**config.mk**
```make
export PLATFORM = sky130hd
export DESIGN_NAME = image_spike_encoder
export DESIGN_NICKNAME = d
export VERILOG_FILES = /design/src/rtl/image_spike_encoder.sv
export SDC_FILE = /design/constraint.sdc
export NUM_CORES = 1
export LEC_CHECK = 0
export CAP_MARGIN = 10
export CORE_MARGIN = 2
export CORE_UTILIZATION = 40
export CTS_BUF_LIST = sky130_fd_sc_hd__clkbuf_16
export CTS_CLUSTER_DIAMETER = 30
export DETAILED_ROUTE_END_ITERATION = 7
export HOLD_SLACK_MARGIN = 0.15
export PLACE_DENSITY_LB_ADDON = 0.08
export RECOVER_POWER = 25
export SLEW_MARGIN = 20
export SYNTH_ARGS = -nofsm -noshare
export SYNTH_HDL_FRONTEND = slang
export SYNTH_SLANG_ARGS = --single-unit
```
**constraint.sdc**
```tcl
create_clock -name ACLK -period 1.9 [get_ports ACLK]
set_clock_uncertainty 0.1 [all_clocks]
set_input_delay 0.38 -clock ACLK [delete_from_list [all_inputs] [get_ports ACLK]]
set_output_delay 0.38 -clock ACLK [all_outputs]
set_load 0.05 [all_outputs]
```
**src/rtl/image_spike_encoder.sv**
```systemverilog
// Pixel-store spike encoder: walks the image and emits one spike per qualifying pixel.
// Optional macro RANK_ORDER_EN selects rank-order (brightest first) encoding; default is threshold mode.
module image_spike_encoder #(
  parameter int NPIX      = 256,
  parameter int PIX_W     = 8,
  parameter int THRESHOLD = 128
) (
  input  logic             ACLK,
  input  logic             ARESETN,
  input  logic             START,
  output logic             BUSY,
  output logic             DONE,
  output logic             MEM_REN,
  output logic [7:0]       MEM_RADDR,
  input  logic [PIX_W-1:0] MEM_RDATA,
  output logic             SPIKE_VALID,
  output logic [7:0]       SPIKE_ADDR,
  input  logic             SPIKE_READY,
  output logic [8:0]       SPIKE_COUNT
);

  localparam logic [2:0] S_IDLE   = 3'd0;
  localparam logic [2:0] S_FETCH  = 3'd1;
  localparam logic [2:0] S_CHECK  = 3'd2;
  localparam logic [2:0] S_EMIT   = 3'd3;
  localparam logic [2:0] S_FINISH = 3'd4;

  logic [2:0] state_q, state_d;
  logic [7:0] idx_q, idx_d;
  logic [8:0] cnt_q, cnt_d;
  logic       match, last_idx, last_pass, adv;

`ifdef RANK_ORDER_EN
  logic [PIX_W-1:0] level_q, level_d;

  // One pass per level from full scale down to 1; level never reaches 0, so dark pixels never match.
  always_comb begin
    match     = (MEM_RDATA == level_q) && (MEM_RDATA != '0);
    last_pass = (level_q == PIX_W'(1));
  end

  always_ff @(posedge ACLK or negedge ARESETN) begin
    if (!ARESETN) level_q <= '0;
    else          level_q <= level_d;
  end
`else
  localparam logic [31:0] THR_EFF = (THRESHOLD == 0) ? 32'd1 : 32'(THRESHOLD);

  always_comb begin
    match     = (32'(MEM_RDATA) >= THR_EFF) && (MEM_RDATA != '0);
    last_pass = 1'b1;
  end
`endif

  assign last_idx = (idx_q == 8'(NPIX-1));

  always_comb begin
    state_d = state_q;
    idx_d   = idx_q;
    cnt_d   = cnt_q;
    adv     = 1'b0;
`ifdef RANK_ORDER_EN
    level_d = level_q;
`endif
    case (state_q)
      S_IDLE: if (START) begin
        state_d = S_FETCH;
        idx_d   = '0;
        cnt_d   = '0;
`ifdef RANK_ORDER_EN
        level_d = '1;
`endif
      end
      S_FETCH: state_d = S_CHECK;
      S_CHECK: begin
        if (match) state_d = S_EMIT;
        else       adv     = 1'b1;
      end
      S_EMIT: if (SPIKE_READY) begin
        cnt_d = cnt_q + 9'd1;
        adv   = 1'b1;
      end
      S_FINISH: state_d = S_IDLE;
      default:  state_d = S_IDLE;
    endcase

    // Shared advance step for both the no-match and the post-handshake paths.
    if (adv) begin
      if (last_idx) begin
        idx_d = '0;
        if (last_pass) state_d = S_FINISH;
        else begin
          state_d = S_FETCH;
`ifdef RANK_ORDER_EN
          level_d = level_q - PIX_W'(1);
`endif
        end
      end else begin
        idx_d   = idx_q + 8'd1;
        state_d = S_FETCH;
      end
    end
  end

  always_ff @(posedge ACLK or negedge ARESETN) begin
    if (!ARESETN) begin
      state_q <= S_IDLE;
      idx_q   <= '0;
      cnt_q   <= '0;
    end else begin
      state_q <= state_d;
      idx_q   <= idx_d;
      cnt_q   <= cnt_d;
    end
  end

  // FINISH is excluded so BUSY falls in the same cycle DONE pulses.
  assign BUSY        = (state_q == S_FETCH) || (state_q == S_CHECK) || (state_q == S_EMIT);
  assign DONE        = (state_q == S_FINISH);
  assign MEM_REN     = (state_q == S_FETCH);
  assign MEM_RADDR   = idx_q;
  assign SPIKE_VALID = (state_q == S_EMIT);
  assign SPIKE_ADDR  = idx_q;
  assign SPIKE_COUNT = cnt_q;

endmodule

```
==> results of run 1 <==
sequential cells by signal, indices dropped and copies added (netlist names):
register and flops:
state_q 3, MEM_RADDR 8, SPIKE_COUNT 9
metal layers:
| layer | track usage | vias to the layer above | share of wire |
|---|---|---|---|
| li1 | - | 553 | - |
| met1 | 0.2610 | 518 | 0.49 |
| met2 | 0.2792 | 29 | 0.45 |
| met3 | 0.03795 | 2 | 0.053 |
| met5 | 0 | - | 0 |
| met4 | 0.05648 | 0 | 0.0036 |
power by group:
part | internal, W | leakage (nW) | switching, W
logic | 0.000725 | 0.481 | 0.00115
clock network | 0.000277 | 0.0370 | 0.000149
registers | 0.000562 | 0.262 | 0.000194
metrics by stage:
| step | std cells | instance area (um2) |
|---|---|---|
| after global routing | 198 | 1707 |
| after global placement | 192 | 1577 |
| after floorplan | 123 | 1169 |
| after CTS | 198 | 1690 |
| final | 198 | 1707 |
| after detailed placement | 192 | 1577 |
cells in the final DEF (no fill, tap or decap), types with 2 or more instances in the layout:
cell,count
sky130_fd_sc_hd__a21oi_1,4
sky130_fd_sc_hd__buf_12,6
sky130_fd_sc_hd__ha_1,2
sky130_fd_sc_hd__clkdlybuf4s50_1,3
sky130_fd_sc_hd__o21ai_0,6
sky130_fd_sc_hd__nand4_1,2
sky130_fd_sc_hd__o211ai_1,3
sky130_fd_sc_hd__buf_4,42
sky130_fd_sc_hd__or4_1,7
sky130_fd_sc_hd__nor2_1,3
sky130_fd_sc_hd__o31ai_1,4
sky130_fd_sc_hd__nand2_1,11
sky130_fd_sc_hd__clkbuf_16,3
sky130_fd_sc_hd__and2_1,2
sky130_fd_sc_hd__inv_1,5
sky130_fd_sc_hd__or4_4,2
sky130_fd_sc_hd__nor3_1,3
sky130_fd_sc_hd__xnor2_1,2
sky130_fd_sc_hd__o2111ai_1,4
sky130_fd_sc_hd__nand3_1,10
sky130_fd_sc_hd__dfrtp_1,20
sky130_fd_sc_hd__and4_1,2
final cells by class:
class | instances | area (um2)
fill | 241 | 1051
tap | 31 | 38.79
sequential | 20 | 500.5
timing repair buffer | 53 | 478.0
clock buffer | 3 | 75.07
multi-input combinational | 86 | 595.6
inverter | 5 | 18.77
worst paths after layout:
| check | startpoint | to | slack [ns] | depth (start not counted) |
|---|---|---|---|---|
| worst min register to register | MEM_RADDR[7] | MEM_RADDR[7] | 0.45 | 1 |
| max in group asynchronous | ARESETN | SPIKE_COUNT[6] | 0.36 | 2 |
| worst max register to register | state_q[1] | SPIKE_COUNT[4] | 0.05 | 5 |
| worst min-delay path | MEM_RADDR[7] | MEM_RADDR[7] | 0.45 | 1 |
| min in group asynchronous | ARESETN | MEM_RADDR[0] | 0.69 | 2 |
| worst max-delay path | state_q[1] | SPIKE_COUNT[4] | 0.05 | 5 |
what timing repair did:
action / 4_1_cts / 5_1_grt
gates resized for setup: 6 / 6
endpoints found under the setup margin: 6 / 6
hold endpoints to repair: 0 / 0
pin swaps: 4 / 1
gates cloned: 0 / 0
buffers inserted: 3 / 0
cells by family (layout without fill, tap and decap cells):
logic type               count (synthesis)  after routing
buffers and inverters                   17             61
multiplexers                             1              1
flip-flops                              20             20
XOR/XNOR                                 2              2
AO/OA/AOI/OAI                           29             29
AND/OR/NAND/NOR                         52             52
adder cells (fa/ha/maj)                  2              2
==> results, run 1 <==
- The number of routed nets with antenna violations is 0.
- The yosys synthesis warning count is 0.
- The count of pins over their slew limit is 0.
- The required time at the endpoint of the critical path is a little under 2 ns.
- Clock-pin slew was measured on the worst setup and hold paths at 0.06 ns.
- The starting DRC count in detailed routing is 31.
- The initial antenna violation count was 0.
- For this configuration, the core starts out at a cell density of 0.4201.
- The leftover overflow at the end of global routing is 0.
- The number of buffers added to fix hold violations after cts is 0.
- In this run the power density over the cells is 1793 nW/um2.
- The number of hold violations in the final report is 0.
- During placement, the flow inserted port buffers numbering 33.
- Entering global routing, the biggest net connects 21 pins.
- The worst path setup slack after routing is 0.05239 ns.
- The detailed-route wire length is between 2000 and 3000 um.
- The post-route worst hold slack is 0.4515 ns.
- The floorplan step set the die width to 57.82 um.
- Detailed placement ended at an HPWL of 2058 um.
- The total die area is 3343 um2.
- The number of top-level design ports is between 40 and 50.
- In the final routed layout, each cell accounts on average for 14.16 um.
- STA puts the critical path data arrival time at 1.93 ns.
- The wire length of the first global-routing pass is 4740 um.
- The gate count of the mapped netlist is 123.
- The number of endpoints failing setup at the final stage is 0.
- The nature of the critical path endpoint is a flop.
- The number of buffers and inverters on the critical path is 1.
- The post-synthesis area per instance is 9.420 um2.
- The number of antenna diodes in the final layout is 0.
- The number of flops mapped to enable cells by yosys is 0.
- The flow ran to the end, and the final reports show no timing, DRC or antenna violations.
- The weighted congestion at the end of routability-driven global placement is 0.8080.
- The clock tree from TritonCTS is done.
- The largest family of logic cells by synthesized area is simple AND/OR/NAND/NOR gates.
- Setup repair after global routing could not meet its margin everywhere.
- The total area inside the core boundary comes to 2758 um2.
- In the post-synthesis netlist, the biggest area contributors are sky130_fd_sc_hd__dfrtp_1 43%, sky130_fd_sc_hd__or4_1 5.8%, sky130_fd_sc_hd__buf_4 5.2%.
- The via count of the first global-routing pass came to 1025.
- The max-cap violation count is 0.
- The complex-gate fraction of the synthesized area is 0.1695.
- The largest total area in the synthesized netlist belongs to sky130_fd_sc_hd__dfrtp_1.
- The total CTS buffers is 3.
- In this run the static leakage power is between 0.7 and 0.8 nW.
- Of the total synthesized cell area, the portion taken by XOR and XNOR cells is 0.01512.
- When the netlist entered floorplanning its net count stood at 137.
- Across every metal layer, demand over resource in global routing totals 0.1828.
- Synthesis instantiated 35 different standard cells from the library.
- In the final layout, the share of cells above drive strength 1 is 0.3772.
- The synthesized flop and latch total is 20.
- The share of Yosys cell area claimed by the top area cell type is 0.4320.
- The critical path goes through or3b_4, a21o_4, buf_4, or4_4, nand2_1.
- Of the total synthesized cell area, the portion taken by AND, OR, NAND and NOR gates is 0.2581.
- Prior to clock tree synthesis, the placed netlist has a worst setup slack of -0.4724 ns.
- CTS built an H-tree with a depth of 1.
- The relative slew slack is 0.2705.
- Sorting the synthesized cells by how often they occur yields 20 x sky130_fd_sc_hd__dfrtp_1, 11 x sky130_fd_sc_hd__nand2_1, 11 x sky130_fd_sc_hd__nand3_1.
- The library cell with the highest instance count after synthesis is sky130_fd_sc_hd__dfrtp_1.
- Detailed routing inserted a total of between 1k and 1.5k vias.
- Measured on the finished design, the core utilization comes to 0.6189.
- The largest fanout on the critical path is 8.
- The element type at the critical path start is a flop.
- Setup total negative slack on the finished layout was measured at 0 ns.
- The clock reaches the later pin of the worst-skew pair after roughly 0.25 ns.
- The final-stage net count is roughly 180.
- Counting flops with an async set or reset pin after synthesis yields a share of 1.000.
- From bottom edge to top edge, the die measures 57.82 um.
- The ratio of routed vias to standard cells is around 5.6.
- The transition at the pin with the smallest max-transition slack is 1.094 ns.
- The tightest min-delay check is of the reg -> reg type.
- The synthesis-to-finish area growth is 47.30%.
- The critical path in this run is classified as reg -> reg.
- The highest clock frequency the design can meet is 541.2 MHz.
- The share of cell area taken by muxes after synthesis is 0.008639.
- The slowest cell on the critical path is sky130_fd_sc_hd__or4_4.
- Of the total synthesized cell area, the portion taken by full adders, half adders and majority gates is 0.02160.
- The floorplan has 19 rows.
- The prevailing post-synth register cell is sky130_fd_sc_hd__dfrtp_1.
- The maximum VDD drop is around 0.0014 V.
- Counting every sink on the clock net gives 20.
- The number of detailed-route iterations in the first pass is 4.
- The period utilization is 0.9724.
- The worst path needs 1.848 ns of the cycle, external delays included.
- The remaining design rule violation count is 0.
- Overall power consumption after layout is estimated at about 0.0031 W.
- The critical path's largest stage delay is 0.46 ns.
- The sequential cell area fraction in the yosys report is 0.4320.
- In this run the clock root is driven by a sky130_fd_sc_hd__clkbuf_16.
- The netlist area before placement is 1159 um2.
- The clock passes through at most 2 buffers.
- Grouping stages by cell kind, the critical path spends the most delay in simple AND/OR/NAND/NOR gates.
(Power assumes the default switching activity.)
==> run 2, diff against run 1 <==
Settings changed: CORE_MARGIN 2 to default, CORE_UTILIZATION 40 to 43.
Clock period 1.9 ns to 2.2 ns, I/O delays scaled along.
==> run 2 against run 1 <==
Final area fell by 3.5%; sequential share of layout area rose by 1.1 points; utilization rose by 3.4 points; clock-buffer cell count did not move; non-clock buffer count fell by 9; global-route usage rose by 2.7 points; clock power fell by 15%; die area fell by 13%; sequential cell count did not move; worst setup slack improved by 0.041 ns; first-iteration DRC count fell by 77%.
==> results, run 2 (same netlist as run 1, synthesis figures left out) <==
- Series of cell instances along the critical path: clkdlybuf4s50_1 (was or3b_4, a21o_4, buf_4, or4_4, nand2_1).
- The fraction of final layout cells with drive strength greater than 1 is 0.1509 (was 0.3772).
- The total CTS buffers is 3 (unchanged).
- The top cell family by delay on the critical path is buffers and inverters (was simple AND/OR/NAND/NOR gates).
- The starting DRC count in detailed routing is 7 (was 31).
- The leftover overflow at the end of global routing is 0 (unchanged).
- The cell at the root of the clock tree is sky130_fd_sc_hd__clkbuf_16 (unchanged).
- The number of filler cells placed in the layout is 216 (was 241).
- The fraction of power consumed by combinational cells was 0.610 (was 0.614).
- The post-place setup slack is -0.2561 ns (was -0.4724 ns).
- The instance count after placement with tap cells included is 185 (was 192).
- The weighted congestion at the end of routability-driven global placement was 0.7697 (was 0.8080).
- Static timing analysis puts the maximum clock frequency at 474.8 MHz.
- The period utilization is 0.9574.
- The worst flop-to-flop path startpoint is state_q[0] (was state_q[1]).
- The number of hold violations in the final report is 0 (unchanged).
- The max-cap violation count is 0 (unchanged).
- The slowest cell on the critical path is sky130_fd_sc_hd__clkdlybuf4s50_1 (was sky130_fd_sc_hd__or4_4).
- The core footprint is 2522 um2 (was 2758 um2).
- The setup TNS came to 0 ns (unchanged).
- The leakage power of the design is 0.6845 nW (was 0.7803 nW).
- The post-CTS setup-driven buffer insertion count is 0 (was 3).
- The insertion delay of the later-clocked pin in the worst-skew pair was 0.25 ns (about the same).
- The initial standard-cell utilization of the core is 0.4593 (was 0.4201).
- The number of top-level design ports came to 41 (unchanged).
- The number of detailed-route iterations in the first pass is 4 (unchanged).
- The via count is 1081 (was 1102).
- The data arrival time of the critical path came to 1.57 ns (was 1.93 ns).
- The die outline width is 53.91 um (was 57.82 um).
- The number of rows created at floorplan is 18 (was 19).
- The maximum VDD drop came to 0.001063 V (was 0.001450 V).
- The portion of total power attributed to the clock network is 0.143 (was 0.139).
- The critical path buffer and inverter count is 1 (unchanged).
- The switching power summed over all nets came to 0.001251 W (was 0.001496 W).
- The final-stage net count is 175 (was 183).
- The element type at the critical path start was a flop (unchanged).
- The register share of total power is 0.247 (about the same).
- The ratio of routed vias to standard cells is 5.720 (was 5.566).
- The number of flip-flops in the largest register is 9 (unchanged).
- The path type of the worst min-delay path is reg -> reg (unchanged).
- The maximum number of pins on one net before global-route repair is 21 (unchanged).
- The power density over the cells is 1549 nW/um2 (was 1793 nW/um2).
- The total clock sinks is 20 (unchanged).
- The utilization after layout is 0.6528 (was 0.6189).
- The total global-route track usage was 0.2099 (was 0.1828).
- The start point of the worst min-delay path is MEM_RADDR[7] (unchanged).
- The detailed-route wire length is 2757 um (was 2803 um).
- The number of buffers added on ports is 33 (unchanged).
- The number of routed nets with antenna violations is 0 (unchanged).
- Run status: finished clean (unchanged).
- The wire length of the first global-routing pass is 4347 um (was 4740 um).
- The initial antenna violation count is 0 (unchanged).
- The clock tree from TritonCTS is done (unchanged).
- The internal power consumption is 0.001300 W (was 0.001564 W).
- Commonest cells after routing, fill and taps aside: 27 x sky130_fd_sc_hd__clkdlybuf4s50_1, 20 x sky130_fd_sc_hd__dfrtp_1, 11 x sky130_fd_sc_hd__nand3_1, 11 x sky130_fd_sc_hd__nand2_1, 11 x sky130_fd_sc_hd__buf_4 (was 42 x sky130_fd_sc_hd__buf_4, 20 x sky130_fd_sc_hd__dfrtp_1, 11 x sky130_fd_sc_hd__nand2_1, 10 x sky130_fd_sc_hd__nand3_1, 7 x sky130_fd_sc_hd__or4_1).
- The number of endpoints failing setup at the final stage is 0 (unchanged).
- The overall power is 0.002550 W (was 0.003061 W).
- The maximum buffer depth of the clock tree is 2 (unchanged).
- The most common cell after layout, fill and taps aside is sky130_fd_sc_hd__clkdlybuf4s50_1 (was sky130_fd_sc_hd__buf_4).
- The total die area is 2906 um2 (was 3343 um2).
- The nature of the critical path endpoint is an output pin (was flop).
- The worst path setup slack after routing came to 0.09370 ns (was 0.05239 ns).
- The required time at the endpoint of the critical path was 1.66 ns (was 1.99 ns).
- The half-perimeter wire length after detailed placement is 1930 um (was 2058 um).
- The final instance count without filler cells is 189 (was 198).
- The critical path's largest stage delay is 0.85 ns (was 0.46 ns).
- The switching fraction of total power is 0.4904 (was 0.4889).
- The height of the die is 53.91 um (was 57.82 um).
- The depth of the CTS H-tree came to 1 (unchanged).
- The critical setup path kind is reg -> out (was reg -> reg).
- The clock transition at the register clock pins on the worst setup and hold paths after CTS is 0.05 ns (was 0.06 ns).
- The setup slack of the most critical reg-to-reg path was 0.25 ns (was 0.05 ns).
- The clock period could shrink to roughly 2.1 ns.
- The number of inserted diodes is 0 (unchanged).
- RSZ-0062 raised after global routing: no (was yes).
- The count of pins over their slew limit is 0 (unchanged).
- The via count of the first global-routing pass was 1049 (was 1025).
- The transition at the pin with the smallest max-transition slack is 1.112 ns (was 1.094 ns).
- The final routed wire length divided by cell count is 14.59 um (was 14.16 um).
- The remaining design rule violation count is 0 (unchanged).
- The relative slew slack is 0.2585 (was 0.2705).
- The synthesis-to-finish area growth came to 42.12% (was 47.30%).
- The launch point of the worst path was MEM_RADDR[4] (was state_q[1]).
- The largest fanout on the critical path is 8 (unchanged).
-- run 2: cell type report --
class	count	area (um2)	area share
multi-input cells	87	575.6	0.3495
flip-flops and latches	20	500.5	0.3040
repair buffers	44	439.2	0.2667
clock buffers	3	75.07	0.04559
well taps	30	37.54	0.02280
inverters	5	18.77	0.01140
-- run 2: power groups by stage --
stage / combinational [W] / sequential, W / clock (W)
finish: 0.00155 / 0.000631 / 0.000364
global route: 0.00165 / 0.000661 / 0.000391
CTS: 0.00154 / 0.000629 / 0.000373
detailed placement: 0.00153 / 0.000634 / 0
global placement: 0.00151 / 0.000625 / 0
floorplan: 0.000688 / 0.000966 / 0
-- run 2: timing repair --
item,4_1_cts,5_1_grt
hold buffers,0,0
endpoints found under the setup margin,2,4
gates resized for setup,1,4
cloned,0,1
pin swaps,0,2
-- run 2: path summary, 6_finish.rpt --
kind,to,depth (start not counted)
worst max-delay path,SPIKE_ADDR[4],1
worst min-delay path,MEM_RADDR[7],1
worst max register to register,SPIKE_COUNT[8],4
worst min register to register,MEM_RADDR[7],1
max in group asynchronous,MEM_RADDR[6],2
min in group asynchronous,SPIKE_COUNT[5],2
-- run 2: per-layer routing --
layer,share of wire,global-route usage,vias to the layer above
met2,0.52,0.3868,20
met1,0.44,0.2367,524
met5,0,0,-
li1,-,-,533
met3,0.024,0.04237,4
met4,0.011,0.07018,0
-- run 2: through the flow --
stage               hold WS (ns)  instance area [um2]
finish                    0.4456                 1647
global route              0.4782                 1647
CTS                       0.4474                 1627
detailed placement        0.4345                 1550
global placement          0.4282                 1550
floorplan                0.04441                 1164
